File: config.mk
export PLATFORM = sky130hd
export DESIGN_NAME = cmp_dx_sched
export DESIGN_NICKNAME = d
export VERILOG_FILES = /design/src/rtl/cmp_dx_sched_pkg.sv /design/src/rtl/cmp_dx_core.sv /design/src/rtl/cmp_dx_sched.sv
export SDC_FILE = /design/constraint.sdc
export NUM_CORES = 1
export LEC_CHECK = 0
export CAP_MARGIN = 20
export CORE_ASPECT_RATIO = 0.7
export CORE_MARGIN = 3
export CORE_UTILIZATION = 40
export DETAILED_ROUTE_END_ITERATION = 10
export PLACE_DENSITY_LB_ADDON = 0.15
export RECOVER_POWER = 25
export SLEW_MARGIN = 10
export SYNTH_ARGS = -nofsm -noshare
export SYNTH_HDL_FRONTEND = slang
export SYNTH_SLANG_ARGS = --single-unit
File: constraint.sdc
create_clock -name clk -period 4.3 [get_ports clk]
set_input_delay 1.075 -clock clk [delete_from_list [all_inputs] [get_ports clk]]
set_output_delay 1.075 -clock clk [all_outputs]
set_load 0.02 [all_outputs]
File: src/rtl/cmp_dx_sched_pkg.sv
// Shared types and constants for the duplex comparator scheduler.
package cmp_dx_sched_pkg;

  localparam logic MODE_FULL = 1'b0;
  localparam logic MODE_LANE = 1'b1;

  localparam int unsigned REQ0 = 0;
  localparam int unsigned REQ1 = 1;

  typedef enum logic {
    PTR_R0 = 1'b0,
    PTR_R1 = 1'b1
  } ptr_e;

  typedef struct packed {
    logic eq;
    logic lt;
    logic gt;
  } flags_t;

endpackage

File: src/rtl/cmp_dx_core.sv
// Combinational duplex comparator: one full-width compare, or two independent lane compares.
module cmp_dx_core #(
  parameter int unsigned width    = 8,
  parameter int unsigned p1_width = 4
) (
  input  logic [width-1:0] a,
  input  logic [width-1:0] b,
  input  logic             tc,
  input  logic             dplx,
  output logic             eq1,
  output logic             lt1,
  output logic             gt1,
  output logic             eq2,
  output logic             lt2,
  output logic             gt2
);

  localparam int unsigned W2 = width - p1_width;

  logic [width-1:0]    fa, fb;
  logic [p1_width-1:0] la1, lb1;
  logic [W2-1:0]       la2, lb2;

  // Flipping the sign bit turns a signed compare into an unsigned one.
  always_comb begin
    fa  = a;
    fb  = b;
    fa[width-1] = a[width-1] ^ tc;
    fb[width-1] = b[width-1] ^ tc;
    la1 = a[p1_width-1:0];
    lb1 = b[p1_width-1:0];
    la1[p1_width-1] = a[p1_width-1] ^ tc;
    lb1[p1_width-1] = b[p1_width-1] ^ tc;
    la2 = a[width-1:p1_width];
    lb2 = b[width-1:p1_width];
    la2[W2-1] = a[width-1] ^ tc;
    lb2[W2-1] = b[width-1] ^ tc;

    eq1 = 1'b0; lt1 = 1'b0; gt1 = 1'b0;
    eq2 = 1'b0; lt2 = 1'b0; gt2 = 1'b0;
    if (dplx) begin
      eq1 = (la1 == lb1);
      lt1 = (la1 <  lb1);
      gt1 = (la1 >  lb1);
      eq2 = (la2 == lb2);
      lt2 = (la2 <  lb2);
      gt2 = (la2 >  lb2);
    end else begin
      eq1 = (fa == fb);
      lt1 = (fa <  fb);
      gt1 = (fa >  fb);
    end
  end

endmodule

File: src/rtl/cmp_dx_sched.sv
// Two-requester scheduler packing compatible narrow compares into one duplex comparator cycle.
module cmp_dx_sched
  import cmp_dx_sched_pkg::*;
#(
  parameter int unsigned width    = 8,
  parameter int unsigned p1_width = 4,
  parameter int unsigned cnt_w    = 16
) (
  input  logic             clk,
  input  logic             rst,
  input  logic [1:0]       req_valid,
  output logic [1:0]       req_ready,
  input  logic [1:0]       req_mode,
  input  logic [1:0]       req_tc,
  input  logic [width-1:0] a0,
  input  logic [width-1:0] b0,
  input  logic [width-1:0] a1,
  input  logic [width-1:0] b1,
  output logic [1:0]       rsp_valid,
  input  logic [1:0]       rsp_ready,
  output logic [1:0]       rsp_eq,
  output logic [1:0]       rsp_lt,
  output logic [1:0]       rsp_gt,
  input  logic             cnt_clr,
  output logic [cnt_w-1:0] cnt_duplex,
  output logic [cnt_w-1:0] cnt_single
);

  localparam int unsigned W2 = width - p1_width;
  localparam logic [cnt_w-1:0] CNT_ONE = {{(cnt_w-1){1'b0}}, 1'b1};

  ptr_e             ptr_q;
  logic [1:0]       rsp_valid_q;
  flags_t           rsp_q [2];
  logic [cnt_w-1:0] cnt_dup_q, cnt_sgl_q;

  logic [1:0]       elig, grant;
  logic             pack, own;
  logic [width-1:0] core_a, core_b;
  logic             core_tc, core_dplx;
  logic             eq1, lt1, gt1, eq2, lt2, gt2;
  flags_t           res [2];

  always_comb begin
    elig  = req_valid & (~rsp_valid_q | rsp_ready);
    pack  = (&elig) && (req_mode == {MODE_LANE, MODE_LANE}) && (req_tc[0] == req_tc[1]);
    own   = (ptr_q == PTR_R1);
    grant = '0;
    if (!rst) begin
      if (pack)             grant       = '1;
      else if (elig[own])   grant[own]  = 1'b1;
      else if (elig[~own])  grant[~own] = 1'b1;
    end
    req_ready = grant;
  end

  // A lone narrow request still runs duplex, in its own lane with the other lane zeroed.
  always_comb begin
    core_a    = '0;
    core_b    = '0;
    core_tc   = 1'b0;
    core_dplx = 1'b0;
    if (grant == 2'b11) begin
      core_a    = {a1[W2-1:0], a0[p1_width-1:0]};
      core_b    = {b1[W2-1:0], b0[p1_width-1:0]};
      core_tc   = req_tc[REQ0];
      core_dplx = 1'b1;
    end else if (grant[REQ0]) begin
      core_tc = req_tc[REQ0];
      if (req_mode[REQ0] == MODE_LANE) begin
        core_a    = {{W2{1'b0}}, a0[p1_width-1:0]};
        core_b    = {{W2{1'b0}}, b0[p1_width-1:0]};
        core_dplx = 1'b1;
      end else begin
        core_a = a0;
        core_b = b0;
      end
    end else if (grant[REQ1]) begin
      core_tc = req_tc[REQ1];
      if (req_mode[REQ1] == MODE_LANE) begin
        core_a    = {a1[W2-1:0], {p1_width{1'b0}}};
        core_b    = {b1[W2-1:0], {p1_width{1'b0}}};
        core_dplx = 1'b1;
      end else begin
        core_a = a1;
        core_b = b1;
      end
    end
  end

  cmp_dx_core #(.width(width), .p1_width(p1_width)) u_core (
    .a(core_a), .b(core_b), .tc(core_tc), .dplx(core_dplx),
    .eq1(eq1), .lt1(lt1), .gt1(gt1),
    .eq2(eq2), .lt2(lt2), .gt2(gt2)
  );

  // Lane 1 doubles as the full-width result in simplex mode.
  always_comb begin
    res[REQ0] = '{eq: eq1, lt: lt1, gt: gt1};
    res[REQ1] = core_dplx ? '{eq: eq2, lt: lt2, gt: gt2} : '{eq: eq1, lt: lt1, gt: gt1};
  end

  always_ff @(posedge clk or posedge rst) begin
    if (rst) begin
      ptr_q       <= PTR_R0;
      rsp_valid_q <= '0;
      rsp_q[0]    <= '0;
      rsp_q[1]    <= '0;
      cnt_dup_q   <= '0;
      cnt_sgl_q   <= '0;
    end else begin
      for (int unsigned r = 0; r < 2; r++) begin
        if (grant[r]) begin
          rsp_valid_q[r] <= 1'b1;
          rsp_q[r]       <= res[r];
        end else if (rsp_ready[r]) begin
          rsp_valid_q[r] <= 1'b0;
        end
      end
      if (grant == 2'b01)      ptr_q <= PTR_R1;
      else if (grant == 2'b10) ptr_q <= PTR_R0;
      if (cnt_clr) begin
        cnt_dup_q <= '0;
        cnt_sgl_q <= '0;
      end else if (grant == 2'b11) begin
        if (!(&cnt_dup_q)) cnt_dup_q <= cnt_dup_q + CNT_ONE;
      end else if (grant != 2'b00) begin
        if (!(&cnt_sgl_q)) cnt_sgl_q <= cnt_sgl_q + CNT_ONE;
      end
    end
  end

  always_comb begin
    rsp_valid = rsp_valid_q;
    for (int unsigned r = 0; r < 2; r++) begin
      rsp_eq[r] = rsp_q[r].eq;
      rsp_lt[r] = rsp_q[r].lt;
      rsp_gt[r] = rsp_q[r].gt;
    end
    cnt_duplex = cnt_dup_q;
    cnt_single = cnt_sgl_q;
  end

endmodule

==> results.txt, run 1 <==
Across all setup checks in the final design, the least slack found is 104.8 ps. After synthesis the netlist holds a flip-flop and latch count of 41. The tools report the kind of end point of the critical path as an output port. Summing all placed instances gives a cell area of 3918 um2. The endpoint arrival time on the critical path came out at 3120 ps.

Among all flip-flop cells after synthesis, the most frequent one is dfrtp_1. The I/O pin count was 85. The run finished, with violations left.

The post-synthesis instance area is 2733 um2, and the worst setup slack after placement is -392.9 ps. At the pin with the least slew margin, the transition time is 2132 ps. The sequential cells in the finished layout cover a total of 1026 um2. For the post-synthesis instance total, the log shows 311. The worst path uses 97.56% of the clock period.

The clock tree buffer depth was 2. Dividing the detail-routed via count by the number of cells gives 5.105. In the final layout, the multi-input gates occupy 1697 um2. The logs give 4108 um2 for the final instance area and 5.993 mm for the half-perimeter wire length of the detailed placement result. The detailed-route wire length is 7.544 mm, and the largest driver fanout on the critical path is 6. The first TritonRoute pass finished after 5 iterations. The logs give 12.23 mm for the first-pass GRT wire length and 3220 ps for the required arrival time at the worst endpoint. The critical path is of the primary input to output port type. For the clock network latency to the later pin of the worst-skew pair, the log shows 290 ps. The final-stage net count is 491, and the number of synthesized flops with an enable pin is 0. The most common cell after layout, fill and taps aside is clkdlybuf4s50_1.

Mean instance size in the synthesized netlist: 8.787 um2. CTS placed an instance of clkbuf_8 at the clock tree root. For this design the static power due to leakage is 1.772 nW. The logs give 590 for the count of fill cells added during filler insertion and 1 for the max capacitance violation total. For the global routing usage summed across all routing layers, the log shows 19.52%. After synthesis, the cell types taking the most area are dfrtp_1, ha_1, xor2_1. The tightest min-delay check is of the register to register type.

The tools report the total count of hold-check failures in the final report as 0. The floorplan core area is 6426 um2. Routability-driven placement finished with a final weighted congestion of 0.9137.

The minimum period implied by the final worst setup slack is 4195 ps. The number of antenna violations at the first check in global routing was 0; the power per unit of standard cell area was 272.0 nW/um2. Setup violations remaining at the end of the flow were counted as 0. For the peak supply drop, the log shows 0.1669 mV. The die covers 7875 um2.

The net count after synthesis is 369, and the share of synthesized flip-flops with an asynchronous set or reset is 100.0%. The setup clock skew after layout is 3.680 ps, and the count of pins over their slew limit is 42. The detail-routed net length per standard cell is 14.37 um, and the maximum level of the CTS H-tree is 2. The area growth from synthesis to layout works out to 50.32%. The area share of the largest cell type after synthesis is 37.55%.

In the layout the commonest cells are clkdlybuf4s50_1, nor2_1, dfrtp_1. The run gives 525 as the final instance count without filler cells. The sum of negative setup slack is 0 ps. The synthesized netlist contains 41 unique library cells. Headroom to the max-slew limit came out at -42.13%. The maximum number of pins on one net before global-route repair was 42; the clock transition at the registers of the reported paths was 80 ps. TritonCTS built the clock tree.

The port buffer count is 84, and the proportion of layout cells with a drive suffix above 1 is 14.29%. The number of buffers created by CTS was 5. Of all cell types, the one taking the most synthesized area is dfrtp_1. The checks that failed: capacitance limit, slew limit.

The run gives 0 as the total DRC errors in the routed layout. The tools report the overflow left after global routing as 0. The run gives 2680 as the vias after detailed routing. The run gives 0 as the post-route antenna net violation count. The initial utilization of the core area, before any placement, comes to 42.52%. For this design, the sink count on the clock tree is 41.

Instance count after placement with tap cells included: 513. Launching element type of the critical path: a primary input. The chip width is 104.8 um.

The logs give 0.2384 GHz for the top achievable clock speed and 24 for the number of placement rows. Sequential area share after synthesis: 37.55%. The number of warnings reported in the yosys synthesis log is 0. In this run, the number of DRC markers left after iteration 0 of detailed routing was 141. Die height: 75.15 um.

The overall power after layout came out at 1.117 mW. The number of global-route vias before repair is 2403, and the antenna cell count is 0.
-- per-layer routing --
layer  wire, um  global-route usage [%]  part of all wire [%]  vias to the layer above
li1           -                       -                     -                     1359
met1       4015                   30.93                    53                     1240
met2       2958                   26.01                    39                       74
met3        504                   4.456                   6.7                        7
met4         65                   5.240                  0.86                        0
met5          0                       0                     0                        -
-- stage by stage --
step	hold slack, ps	util [%]
after floorplan	545.3	-
after global placement	462.8	60.96
after detailed placement	471.7	60.96
after CTS	488.5	62.50
after global routing	531.0	63.92
final	480.3	63.92
-- power by group --
part           switching [mW]  internal [mW]  total [mW]
logic                   0.213          0.223       0.436
clock network           0.133          0.113       0.245
registers              0.0200          0.416       0.436
total                   0.365          0.752        1.12
-- Yosys cell counts (all sizes together), types with 2 or more instances --
library cell / count
and2: 3
o21ai: 8
dfrtp: 41
nand3: 17
ha: 15
nand4: 11
a21oi: 14
and4: 6
nor3: 10
nor2: 42
nor3b: 2
clkbuf: 6
nor4: 2
mux2i: 4
a31oi: 4
and3: 7
a21o: 2
or3: 2
inv: 11
a211oi: 4
nor2b: 4
nand2b: 5
a221o: 2
a222oi: 8
buf: 2
xnor2: 15
xor2: 20
nand2: 35
-- sequential cells by signal, indices dropped and copies added (netlist names) --
signal / count
cnt_duplex: 16
cnt_single: 16
rsp_eq: 2
rsp_gt: 2
rsp_lt: 2
rsp_valid: 2
own: 1
-- final timing paths --
check,startpoint,to,slack [ps],depth (start not counted)
max,rsp_ready[1],req_ready[0],100,8
min,rsp_lt[1]$_DFFE_PP0N_,rsp_lt[1]$_DFFE_PP0N_,480,2
max reg2reg,rsp_valid[1]$_DFFE_PP0P_,rsp_gt[1]$_DFFE_PP0N_,980,15
min reg2reg,rsp_lt[1]$_DFFE_PP0N_,rsp_lt[1]$_DFFE_PP0N_,480,2
max in group asynchronous,rst,cnt_duplex[14]$_DFFE_PP0P_,1030,3
min in group asynchronous,rst,rsp_valid[0]$_DFFE_PP0P_,2060,3
-- critical path: stages --
cell	delay, ps
clkdlybuf4s50_1	390
nand2b_1	150
and2_1	160
a311o_1	380
clkinv_2	90
buf_4	110
buf_4	150
clkdlybuf4s50_1	620
-- cell families after synthesis --
logic type / synth area share [%]
muxes: 1.465
xor gates and xnor gates: 11.49
DFF: 37.55
and+or+nand+nor: 26.47
adders and majority gates: 6.868
AOI/OAI and AO/OA: 12.87
buffers and inverters: 3.296
-- repair_timing --
item,in CTS,in global routing
buffers inserted,0,3
gates cloned,0,0
hold buffers,0,0
endpoints found under the setup margin,2,5
pin swaps,3,13
resized for setup,4,13
-- cell type report --
| cell class | instances | area share, % |
|---|---|---|
| Multi-Input combinational cell | 250 | 41.30 |
| Clock inverter | 2 | 0.2437 |
| Clock buffer | 6 | 1.767 |
| Tap cell | 91 | 2.772 |
| Sequential cell | 41 | 24.98 |
| Timing Repair Buffer | 123 | 27.81 |
| Inverter | 12 | 1.127 |
(Power assumes the default switching activity.)
==> run 2: changes to the inputs <==
GPL_TIMING_DRIVEN = 0   (was default)
==> results.txt, run 2 (synthesis gave the netlist of run 1 again) <==
For the number of antenna violations at the first check in global routing, the log shows 0. The clock drives 41 sinks. In the layout the commonest cells are clkdlybuf4s50_1, dfrtp_1, nor2_1. The tools report the end of the critical path as rsp_gt[1]$_DFFE_PP0N_. Input and output buffers added on the ports amount to 83. Data on the critical path is required at its endpoint by 4490 ps. Transition at the pin with the smallest max-transition slack: 1639 ps. Grouping stages by cell kind, the critical path spends the most delay in compound AO/OA/AOI/OAI gates.

STA classifies the critical path endpoint as a register. The logs give 63.94% for the end-of-flow core utilization and 0 for the total count of hold-check failures in the final report. For the worst flop-to-flop path, the logic depth is 17.

The most common cell after layout, fill and taps aside was clkdlybuf4s50_1. Power spread over the standard cell area amounts to 282.7 nW/um2. The H-tree generated during clock tree synthesis spans 2 levels. In this run the clock root is driven by a clkbuf_8.

The half-perimeter wire length of the detailed placement result is 5.976 mm. The signal on the critical path passes through clkdlybuf4s50_1 > nand2_1 > a311o_1 > clkinv_4 > ha_4 > clkbuf_16 > nor3b_4 > buf_4 > a222oi_1 > ha_4 > buf_4 > and4_4 > nand2_4 > a21oi_4 > o21ai_2 > nor2_1 > a221o_1. The final route contains 2694 vias. For the total DRC errors in the routed layout, the log shows 0.

The critical path is of the primary input to register type. The die height was 75.15 um; the hold-fix buffer count after cts was 0. The last weighted congestion value of the routability-driven placer was 0.8062. The highest-delay cell along the critical path is clkdlybuf4s50_1. The tightest slew margin relative to the limit was -9.241%.

The launching element type of the critical path is a primary input. The delay of the slowest cell on the worst path was 500 ps. The first-pass GRT wire length came out at 12.87 mm.

The minimum period implied by the final worst setup slack works out to 4213 ps. The most critical setup path has its startpoint at req_valid[0]. After filler insertion, the fill cell instance count of the layout stands at 548.

The final-stage net count was 472. After detailed routing, the total wire length is 8.191 mm. The proportion of layout cells with a drive suffix above 1 was 14.22%; the area of the die was 7875 um2. The logs give 24 for the number of placement rows and 1026 um2 for the register area. The number of vias per cell is 5.324.

From left edge to right edge, the die measures 104.8 um. The first routing iteration left 190 violations. The number of global-route vias before repair is 2575, and the leakage power is 1.727 nW. Compared with the post-synthesis result, the final layout area differs by 50.37%.

In this run the critical register-to-register path is captured at rsp_gt[1]$_DFFE_PP0N_. The flow ran to the end, but the final reports show violations. Across every metal layer, demand over resource in global routing totals 20.32%.

For this run, global-route usage on met3 was measured as 4.542%. The number of antenna diodes in the final layout is 0. Setup violations remaining at the end of the flow were counted as 0.

In this run the critical register-to-register path is launched from rsp_valid[0]$_DFFE_PP0P_. Once detail routing completed, the nets flagged for antenna violations numbered 0. The number of cells on the critical path was 17. The logs give 0 for the overflow left after global routing and 300 ps for the clock network latency to the later pin of the worst-skew pair. The run gives 32 as the count of pins over their slew limit. Static timing analysis puts the maximum clock frequency at 0.2374 GHz. The register-to-register path setup slack is 760 ps, and the met1 capacity usage during global routing is 30.45%. The final reports fail on capacitance limit, slew limit. The max capacitance violation total came out at 1. TritonCTS built the clock tree. Number of buffer and inverter stages on the critical path: 5. Initial standard-cell utilization of the core: 42.52%.

The worst hold path belongs to the class register to register. STA puts the critical path data arrival time at 4410 ps. The clock passes through at most 2 buffers. The setup clock skew after layout is 7.527 ps, and the detail-routed net length per standard cell is 16.19 um. The met2 global-route usage came out at 29.85%. The run gives 6426 um2 as the floorplan core area. Summing all multi-input logic gate instances after layout gives 1823 um2.

After clock tree synthesis, the clock-pin slew on the worst setup and hold paths is 90 ps. The most crowded layer after global routing is met1. The tools report the I/O pin count as 85. VDD sags by at most 0.1477 mV. The first detailed-routing pass took 6 iterations.

Largest driver fanout on the critical path: 6. After layout, the worst path uses 97.98% of the clock period. The run gives 5 as the number of buffers created by CTS.

The logs give 0 ps for the sum of negative setup slack and 32 for the maximum number of pins on one net before global-route repair.
-- run 2: area by class of cell --
type	count	share of cell area [%]
Multi-Input combinational cell	250	44.37
Sequential cell	41	24.97
Timing Repair Buffer	97	22.72
Tap cell	91	2.771
Clock buffer	6	2.010
Buffer	7	1.553
Inverter	12	1.279
Clock inverter	2	0.3350
-- run 2: worst register-to-register path, stage by stage, from the launching register on --
cell and delay [ps]:
dfrtp_1 440, nor2b_2 310, nor3_4 90, a21o_4 240, inv_4 70, ha_4 210
clkbuf_16 180, nor3b_4 50, buf_4 150, a222oi_1 480, ha_4 280, buf_4 140
and4_4 200, nand2_4 90, a21oi_4 40, o21ai_2 130, nor2_1 70, a221o_1 280
-- run 2: power breakdown --
part	switching [mW]	internal [mW]	total, mW	leakage (nW)
Combinational	0.233	0.216	0.449	1.12
Clock	0.142	0.130	0.273	0.0512
Sequential	0.0239	0.416	0.440	0.559
Total	0.399	0.762	1.16	1.73
-- run 2: timing repair --
action	in CTS	in global routing
gates resized for setup	26	28
endpoints found under the hold margin	0	0
pin swaps	7	21
endpoints found under the setup margin	6	5
setup buffers	3	10
-- run 2: per-stage QoR --
| stage | instances | area (um2) | power (mW) | hold slack (ps) | setup slack [ps] |
|---|---|---|---|---|---|
| global route | 506 | 4109 | 1.227 | 566.5 | -75.00 |
| finish | 506 | 4109 | 1.162 | 492.4 | 86.82 |
| global placement | 485 | 3694 | 0.7973 | 464.0 | -1052 |
| CTS | 496 | 3930 | 1.112 | 496.1 | 1.352 |
| floorplan | 311 | 2749 | 0.6476 | 545.3 | 3.015 |
| detailed placement | 486 | 3714 | 0.8063 | 476.0 | -1085 |
-- run 2: how the worst min path moves through the flow --
stage                                      from               endpoint  slack (ps)  cells after the start
after global routing      rsp_lt[0]$_DFFE_PP0P_  rsp_lt[0]$_DFFE_PP0P_         570                      2
final                     rsp_lt[0]$_DFFE_PP0P_  rsp_lt[0]$_DFFE_PP0P_         490                      2
after floorplan                 own$_DFFE_PP0P_        own$_DFFE_PP0P_         550                      2
after detailed placement  rsp_lt[0]$_DFFE_PP0P_  rsp_lt[0]$_DFFE_PP0P_         480                      2
after global placement    rsp_lt[0]$_DFFE_PP0P_  rsp_lt[0]$_DFFE_PP0P_         460                      2
after CTS                 rsp_lt[0]$_DFFE_PP0P_  rsp_lt[0]$_DFFE_PP0P_         500                      2
-- run 2: routing by layer --
metal,wire (um),vias up
li1,-,1330
met1,4081,1261
met2,3559,95
met3,479,8
met4,70,0
met5,0,-
==> run 3: changes to the inputs <==
GPL_ROUTABILITY_DRIVEN = 0   (was default)
==> results of run 3 <==
Final layout, timing and power as in run 2 (identical DEF).
